==> src/rtl/posit_add_scheduler.sv <==
// posit_add_scheduler
// Shares one pipelined posit adder between NREQ requesters. A round-robin
// arbiter grants at most one request per cycle and drives the adder
// operands. A LATENCY-deep {valid, tag} pipeline tracks each issued
// operation so the returning result can be tagged with its requester.
//
// Ports
//   clk_i, reset_i           clock, synchronous active-high reset
//   req_valid_i              per-requester request
//   req_in1_i, req_in2_i     per-requester operands, slice i = [32i+31:32i]
//   req_ready_o              one-hot (or zero) grant
//   add_in1_o/add_in2_o      operands to the shared adder
//   add_start_o              issue strobe to the adder
//   add_result_i, add_inf_i, add_zero_i, add_done_i   adder return path
//   res_valid_o, res_tag_o, res_data_o, res_inf_o, res_zero_o   tagged result
//   in_flight_o              operations issued but not yet returned
//   err_o                    sticky protocol error (add_done disagreement)
module posit_add_scheduler #(
    parameter int NREQ    = 4,
    parameter int LATENCY = 4
) (
    input  logic                 clk_i,
    input  logic                 reset_i,
    input  logic [NREQ-1:0]      req_valid_i,
    input  logic [NREQ*32-1:0]   req_in1_i,
    input  logic [NREQ*32-1:0]   req_in2_i,
    output logic [NREQ-1:0]      req_ready_o,
    output logic [31:0]          add_in1_o,
    output logic [31:0]          add_in2_o,
    output logic                 add_start_o,
    input  logic [31:0]          add_result_i,
    input  logic                 add_inf_i,
    input  logic                 add_zero_i,
    input  logic                 add_done_i,
    output logic                 res_valid_o,
    output logic [2:0]           res_tag_o,
    output logic [31:0]          res_data_o,
    output logic                 res_inf_o,
    output logic                 res_zero_o,
    output logic [2:0]           in_flight_o,
    output logic                 err_o
);

    localparam int IW = $clog2(LATENCY + 1);

    logic [2:0]              last_grant_q, last_grant_d;
    logic [LATENCY-1:0]      pv_q, pv_d;
    logic [LATENCY-1:0][2:0] pt_q, pt_d;
    logic [2:0]              in_flight_q, in_flight_d;
    logic                    err_q, err_d;
    logic [IW-1:0]           ign_q, ign_d;

    logic [NREQ-1:0]         vld;
    logic [NREQ-1:0]         rot;
    logic [3:0]              base;
    logic [3:0]              sum;
    logic                    found;
    logic [2:0]              gnt_idx;
    logic                    emerge_v;
    logic [2:0]              emerge_t;

    // An unknown request bit is treated as no request; reset blocks all grants.
    always_comb begin
        for (int i = 0; i < NREQ; i++) begin
            vld[i] = (req_valid_i[i] === 1'b1) && !reset_i;
        end
    end

    // Rotate the request vector so that the highest-priority requester
    // lands at bit 0, pick the lowest set bit, then rotate the index back.
    always_comb begin
        base  = {1'b0, last_grant_q} + 4'd1;
        rot   = NREQ'({vld, vld} >> base);
        found = 1'b0;
        sum   = base;
        for (int k = 0; k < NREQ; k++) begin
            if (!found && rot[k]) begin
                found = 1'b1;
                sum   = base + 4'(k);
            end
        end
        if (sum >= 4'(NREQ)) begin
            sum = sum - 4'(NREQ);
        end
        gnt_idx = 3'(sum);
    end

    always_comb begin
        req_ready_o = '0;
        add_in1_o   = '0;
        add_in2_o   = '0;
        for (int i = 0; i < NREQ; i++) begin
            if (found && (gnt_idx == 3'(i))) begin
                req_ready_o[i] = 1'b1;
                add_in1_o      = req_in1_i[i*32 +: 32];
                add_in2_o      = req_in2_i[i*32 +: 32];
            end
        end
        add_start_o = found;
    end

    assign emerge_v    = pv_q[LATENCY-1];
    assign emerge_t    = pt_q[LATENCY-1];
    assign res_valid_o = emerge_v && !reset_i;
    assign res_tag_o   = res_valid_o ? emerge_t : 3'd0;
    assign res_data_o  = res_valid_o ? add_result_i : 32'd0;
    assign res_inf_o   = res_valid_o && add_inf_i;
    assign res_zero_o  = res_valid_o && add_zero_i;
    assign in_flight_o = in_flight_q;
    assign err_o       = err_q;

    always_comb begin
        pv_d[0] = found;
        pt_d[0] = gnt_idx;
        for (int k = 1; k < LATENCY; k++) begin
            pv_d[k] = pv_q[k-1];
            pt_d[k] = pt_q[k-1];
        end
        last_grant_d = found ? gnt_idx : last_grant_q;
        in_flight_d  = in_flight_q + 3'(found) - 3'(res_valid_o);
        // The adder is not reset and may flush stale results; add_done is
        // only trusted once ign_q has counted down after reset.
        ign_d = (ign_q != '0) ? ign_q - IW'(1) : ign_q;
        err_d = err_q || ((ign_q == '0) && (add_done_i != emerge_v));
    end

    always_ff @(posedge clk_i) begin
        if (reset_i) begin
            last_grant_q <= 3'(NREQ - 1);
            pv_q         <= '0;
            pt_q         <= '0;
            in_flight_q  <= '0;
            err_q        <= 1'b0;
            ign_q        <= IW'(LATENCY);
        end else begin
            last_grant_q <= last_grant_d;
            pv_q         <= pv_d;
            pt_q         <= pt_d;
            in_flight_q  <= in_flight_d;
            err_q        <= err_d;
            ign_q        <= ign_d;
        end
    end

endmodule

==> config.mk <==
export PLATFORM = sky130hd
export DESIGN_NAME = posit_add_scheduler
export DESIGN_NICKNAME = d
export VERILOG_FILES = /design/src/rtl/posit_add_scheduler.sv
export SDC_FILE = /design/constraint.sdc
export NUM_CORES = 1
export LEC_CHECK = 0
export ABC_AREA = 1
export CORE_AREA = 2 2 160 162
export CTS_BUF_LIST = sky130_fd_sc_hd__clkbuf_4 sky130_fd_sc_hd__clkbuf_8 sky130_fd_sc_hd__clkbuf_16
export DETAILED_ROUTE_END_ITERATION = 12
export DIE_AREA = 0 0 162 164
export GPL_ROUTABILITY_DRIVEN = 0
export PLACE_DENSITY = 0.51
export SYNTH_ARGS = -nofsm -noshare
export SYNTH_HDL_FRONTEND = slang
export SYNTH_SLANG_ARGS = --single-unit
==> constraint.sdc <==
create_clock -name clk_i -period 5.1 [get_ports clk_i]
set_clock_uncertainty 0.05 [all_clocks]
set_input_delay 0.765 -clock clk_i [delete_from_list [all_inputs] [get_ports clk_i]]
set_output_delay 0.765 -clock clk_i [all_outputs]
set_load 0.05 [all_outputs]
# After elaboration in Yosys (flattened, before gate mapping)
# Cells that the tools add are included.
# totals
register_bits	26
latchBits	0
mem_bits_rw	0
mem_bits_ro	0
input_bits	297
out_inout_bits	111
elab_cells	72
mem_count	0
# op_classes
add_sub_neg	8
n_mul	0
div_mod_pow	0
magnitude_cmp	1
eq_ne	8
n_shift	1
n_mux	22
n_bitwise	0
n_reduce_logical	23
# ops
operator	n
two-way mux 32 bit	9
logical AND 1 bit	15
two-way mux 4 bit	3
adder 4 x 2 -> 4 bit (second input constant)	2
two-way mux 1 bit	8
right shift 8 x 4 -> 4 bit	1
== test 3 x 2 -> 1 bit (second input constant)	2
zero test 3 bit	2
two-way mux 3 bit	2
adder 3 x 1 -> 4 bit (second input constant)	1
adder 4 x 1 -> 4 bit (second input constant)	1
=== test 1 bit (second input constant)	4
greater-or-equal comparator 4 x 3 -> 1 bit (second input constant)	1
zero test 1 bit	4
adder 3 x 1 -> 3 bit	1
== test 3 x 1 -> 1 bit (second input constant)	1
nonzero test 3 bit	1
subtractor 3 x 1 -> 3 bit	1
subtractor 3 x 1 -> 3 bit (second input constant)	1
subtractor 3 bit (second input constant)	1
logical OR 1 bit	1
inequality test 1 bit	1

# Depth between registers and ports, before layout
# Gate-level depths: netlist (run 1).
# logic_depth
ltp_word	21
ltp_mapped	17
ltp_nobuf	15

# Worst setup path before layout (run 1)
# Ideal clock, no wire load.
# synth_timing
kind	input port to output port
from	input reset_i
to	output req_ready_o[0]
t_arrival_ns	3.118
required_time_ns	4.285
slack_ns	1.167
path_stages	12
path_buffers	3
cell_sequence	inv_2 buf_6 nand3_2 nand3_1 nand3_4 nand3_1 nand3_1 nand3_2 buf_4 buf_2 nand2_1 nor3_1
# synth_between
elab_chain_len	18
# synth_rtl
item	line_no	text
start: declaration	23	input logic reset_i,
zero test 1 bit *	65	vld[i] = (req_valid_i[i] === 1'b1) && !reset_i;
logical AND 1 bit	65	
right shift 8 x 4 -> 4 bit *	73	rot = NREQ'({vld, vld} >> base);
two-way mux 1 bit	77	if (!found && rot[k]) begin
zero test 1 bit	77	
logical AND 1 bit	77	
two-way mux 1 bit	77	
zero test 1 bit	77	
[... 2 more ...]	-	
zero test 1 bit	77	
logical AND 1 bit	77	
two-way mux 4 bit	77	
greater-or-equal comparator 4 x 3 -> 1 bit or subtractor 3 bit (tied branches)	82, 83	
two-way mux 3 bit	82	if (sum >= 4'(NREQ)) begin
zero test 3 bit	93	if (found && (gnt_idx == 3'(i))) begin
logical AND 1 bit *	93	
two-way mux 1 bit *	93	
end: declaration	27	output logic [NREQ-1:0] req_ready_o,
# Mark *: on every way between the ends. The rest lies on a longest branch, timed or not.

# Worst setup path after layout (run 1)
# layout_timing
from	input reset_i
to	output add_in2_o[11]
# layout_between
elab_chain_len	21
# layout_rtl
item	line_no	text
zero test 1 bit *	65	
logical AND 1 bit	65	
right shift 8 x 4 -> 4 bit *	73	
two-way mux 1 bit	77	
zero test 1 bit	77	
logical AND 1 bit	77	
two-way mux 1 bit	77	
zero test 1 bit	77	
[... 3 more ...]	-	
logical AND 1 bit	77	
two-way mux 4 bit	77	
greater-or-equal comparator 4 x 3 -> 1 bit or subtractor 3 bit (tied branches)	82, 83	
two-way mux 3 bit	82	
zero test 3 bit	93	
logical AND 1 bit	93	
two-way mux 32 bit (3 in a row)	93	
two-way mux 32 bit *	93	
end: declaration	29	output logic [31:0] add_in2_o,
# Marks and branches as above.

==> results of run 1 <==
[cell families after synthesis]
kind of cell	count (synthesis)	synth area share [%]
compound gates	16	2.381
xor+xnor	5	1.042
fa+ha+maj	8	2.559
buf+inv	167	18.72
flops	26	12.38
simple gates	452	62.92
[per-layer routing]
metal | vias up | GRT usage (%) | share of wire (%)
met4 | 2 | 2.534 | 1.4
met1 | 2930 | 19.08 | 40
met2 | 293 | 29.28 | 50
li1 | 3253 | - | -
met3 | 22 | 3.965 | 8.6
met5 | - | 0 | 0.073
[area by class of cell]
type	count	share of cell area, %
sequential	26	5.591
clock inverter	1	0.3225
inverter	76	3.091
clock buffer	3	0.8063
antenna	2	0.05376
multi-input combinational	481	31.38
timing repair buffer	429	54.32
tap	330	4.435
[worst max-delay path, stage by stage]
cell             delay [ns]
clkdlybuf4s50_1        0.44
inv_2                  0.21
nand3_1                0.16
nand3_1                0.14
nand3_4                0.17
nand3_1                0.19
nor2_1                 0.05
nor2_1                 0.16
nand3_4                0.25
buf_12                 0.25
buf_4                  0.21
nand4_1                0.12
nand4_1                0.21
buf_12                 0.22
[worst max path at each step]
stage	from	end	cells past startpoint
global route	reset_i	add_in2_o[2]	16
detailed placement	reset_i	add_in2_o[11]	14
global placement	reset_i	add_in2_o[2]	14
finish	reset_i	add_in2_o[11]	14
floorplan	reset_i	req_ready_o[0]	12
CTS	reset_i	add_in2_o[11]	14
[flip-flops by register name, indices dropped and copies added, names as in the netlist]
| name | flops |
|---|---|
| emerge_t | 3 |
| last_grant_q | 3 |
| pt_d | 9 |
| pv_q | 4 |
| ign_q | 3 |
| in_flight_o | 3 |
| err_o | 1 |
[cell usage after synthesis, types with 2 or more instances]
cell      number  area [um^2]
dfxtp_1       26        520.5
nor2_2         6        37.54
ha_1           7        87.58
nand2_1       26        97.59
nor2_1        63        236.5
nand3_2        7        70.07
nand2_2        7        43.79
buf_1          3        11.26
clkbuf_1      13        48.80
nand3_1       16        80.08
inv_1         67        251.5
inv_2          7        26.28
buf_4         18        135.1
xnor2_1        4        35.03
buf_2         54        270.3
o21ai_0        5        25.02
nor3_1         2        10.01
buf_6          3        33.78
a21oi_1        6        30.03
nand4_1      321         2008
[per-stage QoR]
stage	hold WS (ns)	cell area, um^2	std cells
6_report	0.3483	9310	1348
3_3_place_gp	0.3414	9200	1342
2_1_floorplan	0.3383	4204	674
3_5_place_dp	0.3426	9200	1342
4_1_cts	0.3519	9305	1346
5_1_grt	0.3669	9308	1347
[cell usage in the layout, fill, tap and decap left out]
| cell | count |
|---|---|
| a21oi_4 | 2 |
| dfxtp_1 | 26 |
| nor3_1 | 2 |
| o21ai_1 | 1 |
| o21ai_0 | 5 |
| fa_1 | 1 |
| inv_1 | 67 |
| xnor2_1 | 4 |
| nand4_1 | 321 |
| nand3_2 | 6 |
| nor2_4 | 2 |
| buf_12 | 79 |
| nand2_4 | 2 |
| bufinv_16 | 1 |
| diode_2 | 2 |
| clkdlybuf4s50_1 | 339 |
| clkinv_1 | 1 |
| nand3_1 | 16 |
| o211ai_1 | 1 |
| nand2_1 | 26 |
| xor2_1 | 1 |
| buf_4 | 11 |
| a21oi_1 | 6 |
| o21a_1 | 1 |
| nor2_2 | 5 |
| nand4_4 | 1 |
| inv_2 | 7 |
| inv_4 | 1 |
| nand2_2 | 6 |
| ha_1 | 7 |
| nand3_4 | 2 |
| clkbuf_16 | 3 |
| nor2_1 | 63 |
==> flow_summary.json, run 1 <==
{
  "ant_nets": 0,
  "ys_ff_latch": 26,
  "drt_drc_violations_left": 0,
  "grtUsageTotal_pct": 15.96,
  "layout_worst_path_cycle_share_pct": 86.34,
  "hold_buffers": 0,
  "clkTransAtPathRegs_ns": 0.06,
  "holdPathEnd": "emerge_t[0]$_SDFF_PP0_",
  "firstDrtPassIters": 5,
  "seq_area_um2": 520.5,
  "ios": 408,
  "syn_nets": 979,
  "htree_levels": 1,
  "rsz0062_at_grt": "no",
  "r2r_cells": 13,
  "postLayoutCoreUtil_pct": 37.51,
  "wire_per_inst_um": 17.18,
  "finalSetupTns_ns": 0,
  "end_kind": "output port",
  "finalSetupViolations": 0,
  "ys_warn_count": 0,
  "num-fill-cells": 2558,
  "cts_buffers": 3,
  "r2r-end": "in_flight_o[2]$_SDFF_PP0_",
  "grt_pass1_wl_um": 34120,
  "async_flop_share_pct": 0,
  "synth_ff_type": "dfxtp_1",
  "drv_slew": 0,
  "multi_input_area_um2": 2922,
  "syn_inst": 674,
  "synth_edf_count": 0,
  "area_delta_synth_final_pct": 121.5,
  "die_w_um": 162,
  "status": "completed",
  "cts_resized": 0,
  "yosysSeqAreaShare_pct": 12.38,
  "dr.first_iter.drc_count": 361,
  "finalHoldViolCount": 0,
  "portBuffers": 407,
  "worst_pin_slew_ns": 0.5597,
  "vias": 6500,
  "finalCriticalPeriod_ns": 4.404,
  "ys_types": 33,
  "grt_max_degree": 95,
  "die_h_um": 164,
  "worstPathArrival_ns": 3.59,
  "dpl.hpwl_um": 18240,
  "routed_wirelength_um": 23160,
  "reg2reg_slack_ns": 2.39,
  "core_area_um2": 24820,
  "cts_max_path_buffers": 2,
  "cap_violations": 0,
  "grt-ovfl-total": 0,
  "clock-sinks": 26,
  "critPathMaxFanout": 45,
  "die_area_um2": 26570,
  "netlist_area_um2": 4204,
  "hp-start": "pt_d[9]$_SDFF_PP0_",
  "num_rows": 58,
  "postLayoutSetupSlackWorst_ns": 0.6964,
  "grt_pass1_vias": 6082,
  "start_util_pct": 16.94,
  "hp-class": "reg2reg",
  "postCtsSetupBuffers": 0,
  "insertion_delay_ns": 0.26,
  "fin_nets": 1322,
  "cts_tree": "built",
  "r2r-start": "last_grant_q[0]$_SDFFE_PP1P_",
  "slew_headroom_pct": 62.63,
  "place_ws_ns": 0.7110,
  "startpoint_type": "input pin",
  "antenna_found_initial": 2,
  "path_class": "in2out",
  "cts_root_buf": "clkbuf_16",
  "cp_data_required_time_ns": 4.28,
  "holdPathStages": 2,
  "fmax_ghz": 0.2271,
  "vias_per_cell": 4.822,
  "drive_above_1_share_pct": 12.60,
  "syn_avg_cell_area_um2": 6.237
}
Power of run 1 is not shown: default switching activity piles up to over one toggle a cycle in this logic, so the estimate is an artifact.
==> inputs of run 2 (changes only) <==
MAX_ROUTING_LAYER = met4   (was not set)
==> run 2 against run 1 <==
Count of clock-buffer cells in the layout unchanged; final cell count unchanged; design area unchanged; setup slack improved by 0.0018 ns; register-to-register slack got worse by 0.02 ns; first-iteration DRC count decreased by 3.3%; routed wire length increased by 0.13%; via count about the same; hold slack about the same; non-clock buffer count unchanged; critical path depth unchanged.
==> flow_summary.json, run 2 (synthesis gave the netlist of run 1 again) <==
{
  "postCtsSetupBuffers": 0,
  "htree_levels": 1,
  "cp_data_required_time_ns": 4.28,
  "rsz0062_at_grt": "no",
  "place_inst": 1342,
  "worst_pin_slew_ns": 0.5611,
  "path_class": "in2out",
  "grt_pass1_wl_um": 34040,
  "largest_reg_flops": 9,
  "antenna_found_initial": 2,
  "final_cells": 1348,
  "fin_nets": 1322,
  "end_kind": "output port",
  "cts_root_buf": "clkbuf_16",
  "die_w_um": 162,
  "drive_above_1_share_pct": 12.60,
  "portBuffers": 407,
  "dpl.hpwl_um": 18240,
  "layout_commonest_cell": "clkdlybuf4s50_1",
  "placed_area_um2": 9200,
  "cts_resized": 0,
  "die_h_um": 164,
  "cts_tree": "built",
  "clkTransAtPathRegs_ns": 0.06,
  "hp-class": "reg2reg",
  "grt_max_degree": 95,
  "grt_pass1_vias": 6115,
  "dr.first_iter.drc_count": 349,
  "finalHoldViolCount": 0,
  "finalSetupViolations": 0,
  "vias": 6505,
  "grtUsageTotal_pct": 16.43,
  "slew_headroom_pct": 62.54,
  "postLayoutCoreUtil_pct": 37.51,
  "start_util_pct": 16.94,
  "num_rows": 58,
  "startpoint_type": "input pin",
  "cap_violations": 0,
  "vias_per_cell": 4.826,
  "postLayoutCellArea_um2": 9310,
  "worstPathArrival_ns": 3.59,
  "die_area_um2": 26570,
  "finalCriticalPeriod_ns": 4.402,
  "ios": 408,
  "routed_wirelength_um": 23190,
  "hold_buffers": 0,
  "drt_drc_violations_left": 0,
  "firstDrtPassIters": 5,
  "finalSetupTns_ns": 0,
  "cts_max_path_buffers": 2,
  "final_cell_mix": "339 x clkdlybuf4s50_1, 321 x nand4_1, 79 x buf_12",
  "clock-sinks": 26,
  "critPathMaxFanout": 45,
  "area_delta_synth_final_pct": 121.5,
  "insertion_delay_ns": 0.26,
  "core_area_um2": 24820,
  "fmax_ghz": 0.2272,
  "cts_buffers": 3,
  "drv_slew": 0,
  "grt-ovfl-total": 0,
  "wire_per_inst_um": 17.20,
  "status": "completed",
  "ant_nets": 0,
  "layout_worst_path_cycle_share_pct": 86.31
}
## run 2: cell counts in the layout (fill, tap and decap cells not counted)
No cell type changed its count.
## run 2: critical path, stage by stage
cell and delay (ns):
clkdlybuf4s50_1 0.44, inv_2 0.21, nand3_1 0.16, nand3_1 0.14, nand3_4 0.17, nand3_1 0.19, nor2_1 0.05, nor2_1 0.16
nand3_4 0.25, buf_12 0.25, buf_4 0.21, nand4_1 0.12, nand4_1 0.21, buf_12 0.22
## run 2: routing by layer
metal  GRT usage (%)  vias up  routed length [um]  part of all wire [%]
met5               -        -                   0                     0
met4           2.414        0                 218                  0.94
met3           3.005       16                1568                   6.8
met2           29.54      287               11780                    51
met1           19.52     2956                9621                    41
li1                -     3246                   -                     -
## run 2: path summary, 6_finish.rpt
path,to,cells past startpoint,slack (ns),startpoint
max reg2reg,in_flight_o[2]$_SDFF_PP0_,13,2.37,last_grant_q[0]$_SDFFE_PP1P_
max,add_in2_o[11],14,0.70,reset_i
min reg2reg,emerge_t[0]$_SDFF_PP0_,2,0.35,pt_d[9]$_SDFF_PP0_
min,emerge_t[0]$_SDFF_PP0_,2,0.35,pt_d[9]$_SDFF_PP0_
## run 2: cell type report
type | count | area [um^2]
clock inverters | 1 | 30.03
fillers | 2557 | 15510
well taps | 330 | 412.9
flip-flops and latches | 26 | 520.5
repair buffers | 429 | 5057
diodes | 2 | 5.005
clock buffers | 3 | 75.07
multi-input cells | 481 | 2922
inverters | 76 | 287.8
## run 2: through the flow
step | hold slack [ns] | worst slack [ns]
floorplan | 0.3383 | 1.167
global placement | 0.3414 | 0.7047
detailed placement | 0.3426 | 0.7110
CTS | 0.3519 | 0.6932
global route | 0.3669 | 0.4737
finish | 0.3484 | 0.6982
Power of run 2 is left out for the same reason.
==> inputs of run 3 (changes only) <==
CORE_AREA = 2 2 157 159   (was 2 2 160 162)
CTS_BUF_LIST = sky130_fd_sc_hd__clkbuf_8   (was sky130_fd_sc_hd__clkbuf_4 sky130_fd_sc_hd__clkbuf_8 sky130_fd_sc_hd__clkbuf_16)
DIE_AREA = 0 0 159 161   (was 0 0 162 164)
PLACE_DENSITY = 0.52   (was 0.51)
==> run 3 against run 2 <==
Via count up 1.7%; critical path depth shrank 1; critical endpoint is now add_in2_o[29]; routed wire length is 0.98% higher; count of clock-buffer cells in the layout unchanged; non-clock buffer count fell by 2; final cell count shrank 0.67%; sequential share of layout area up 0.58 points; design area shrank 9.4%; fmax is 1.8% lower; hold slack better by 0.0011 ns; register-to-register slack lost 0.05 ns; sequential cell count stayed put.
==> flow_summary.json, run 3 (synthesis gave the netlist of run 1 again) <==
{
  "routed_wirelength_um": 23420,
  "num-fill-cells": 2606,
  "hold_buffers": 0,
  "finalSetupTns_ns": 0,
  "path_class": "in2out",
  "drive_above_1_share_pct": 12.43,
  "drv_slew": 0,
  "cts_root_buf": "clkbuf_8",
  "cp_slowest_stage_delay_ns": 0.46,
  "clock-sinks": 26,
  "portBuffers": 407,
  "cts_buffers": 3,
  "area_delta_synth_final_pct": 100.7,
  "grt-ovfl-total": 0,
  "core_area_um2": 23960,
  "finalSetupViolations": 0,
  "crit_top_cell": "nand3_1",
  "multi_input_area_um2": 2922,
  "holdPathStages": 2,
  "drt_drc_violations_left": 0,
  "vias": 6618,
  "crit_end": "add_in2_o[29]",
  "rsz0062_at_grt": "no",
  "dr.first_iter.drc_count": 370,
  "dpl.hpwl_um": 18220,
  "crit_start": "reset_i",
  "clkTransAtPathRegs_ns": 0.10,
  "hp-class": "reg2reg",
  "die_w_um": 159,
  "largest_reg_flops": 9,
  "reg2reg_slack_ns": 2.32,
  "startpoint_type": "input pin",
  "critPathMaxFanout": 75,
  "layout_worst_path_cycle_share_pct": 87.89,
  "insertion_delay_ns": 0.28,
  "cp_cell_sequence": "clkdlybuf4s50_1, inv_2, nand3_1, nand3_1, nand3_4, nand3_1, nor2_1, nor2_1, nand3_4, buf_12, nand4_1, nand4_1, buf_4",
  "cp_top_family": "simple AND/OR/NAND/NOR gates",
  "fmax_ghz": 0.2231,
  "wire_per_inst_um": 17.49,
  "antenna_found_initial": 1,
  "cts_max_path_buffers": 2,
  "ios": 408,
  "path_depth": 13,
  "num_rows": 57,
  "seq_area_um2": 520.5,
  "finalCriticalPeriod_ns": 4.482,
  "grt_pass1_wl_um": 34760,
  "r2r_cells": 15,
  "worstPathArrival_ns": 3.67,
  "path_buf_inv": 4,
  "final_cell_mix": "339 x clkdlybuf4s50_1, 321 x nand4_1, 74 x buf_4",
  "status": "completed",
  "cp_data_required_time_ns": 4.28,
  "start_util_pct": 17.54,
  "die_area_um2": 25600,
  "grtUsageTotal_pct": 17.20,
  "end_kind": "output port",
  "cts_resized": 0,
  "finalHoldViolCount": 0,
  "grt_pass1_vias": 6090,
  "firstDrtPassIters": 5,
  "worst_pin_slew_ns": 0.5667,
  "postCtsSetupBuffers": 0,
  "slew_headroom_pct": 62.16,
  "cap_violations": 0,
  "layout_commonest_cell": "clkdlybuf4s50_1",
  "fin_nets": 1320,
  "htree_levels": 1,
  "die_h_um": 161,
  "cts_tree": "built",
  "ant_nets": 0,
  "vias_per_cell": 4.942,
  "grt_max_degree": 81,
  "cp_slowest_cell": "nand3_4",
  "r2r-end": "in_flight_o[2]$_SDFF_PP0_",
  "r2r-start": "last_grant_q[0]$_SDFFE_PP1P_"
}
[run 3: worst min-delay path by stage]
stage,startpoint,to
after global placement,pt_d[5]$_SDFF_PP0_,pt_d[8]$_SDFF_PP0_
after CTS,pv_q[2]$_SDFF_PP0_,pv_q[3]$_SDFF_PP0_
after global routing,pt_d[7]$_SDFF_PP0_,pt_d[10]$_SDFF_PP0_
after detailed placement,pt_d[7]$_SDFF_PP0_,pt_d[10]$_SDFF_PP0_
after floorplan,pt_d[9]$_SDFF_PP0_,emerge_t[0]$_SDFF_PP0_
final,pv_q[2]$_SDFF_PP0_,pv_q[3]$_SDFF_PP0_
[run 3: layout make-up]
class	instances	area share, %
antenna	1	0.02966
clock buffer	3	0.4893
clock inverter	1	0.3559
inverter	76	3.410
multi-input combinational	481	34.62
sequential	26	6.168
tap	324	4.804
timing repair buffer	427	50.12
[run 3: worst reg2reg max path: stages (launching register included)]
cell and delay (ns):
dfxtp_1 0.67, inv_4 0.14, nand3_1 0.10, nand2_1 0.07, nand2_1 0.10, nand2_4 0.09
inv_2 0.12, nand3_2 0.11, nor2_4 0.26, inv_1 0.17, ha_1 0.22, inv_1 0.06
fa_1 0.18, xor2_1 0.18, o21ai_0 0.09, a21oi_1 0.12
[run 3: stage by stage]
stage                     util (%)  hold slack (ns)  cell area (um^2)  cells  worst slack [ns]
after detailed placement     34.91           0.3442              8364   1334            0.5896
after global routing         35.21           0.3725              8438   1339            0.3208
after floorplan                  -           0.3383              4204    674             1.167
after CTS                    35.20           0.3570              8436   1338            0.5696
after global placement       34.91           0.3389              8364   1334            0.6091
final                        35.21           0.3495              8438   1339            0.6177
[run 3: metal layers]
layer / GRT usage [%] / up-vias / wire [um] / part of all wire (%)
li1: - / 3238 / - / -
met1: 20.96 / 3039 / 9685 / 41
met2: 30.30 / 321 / 11650 / 50
met3: 3.030 / 20 / 1714 / 7.3
met4: 2.686 / 0 / 361 / 1.5
met5: - / - / 0 / 0
Power of run 3 is left out for the same reason.
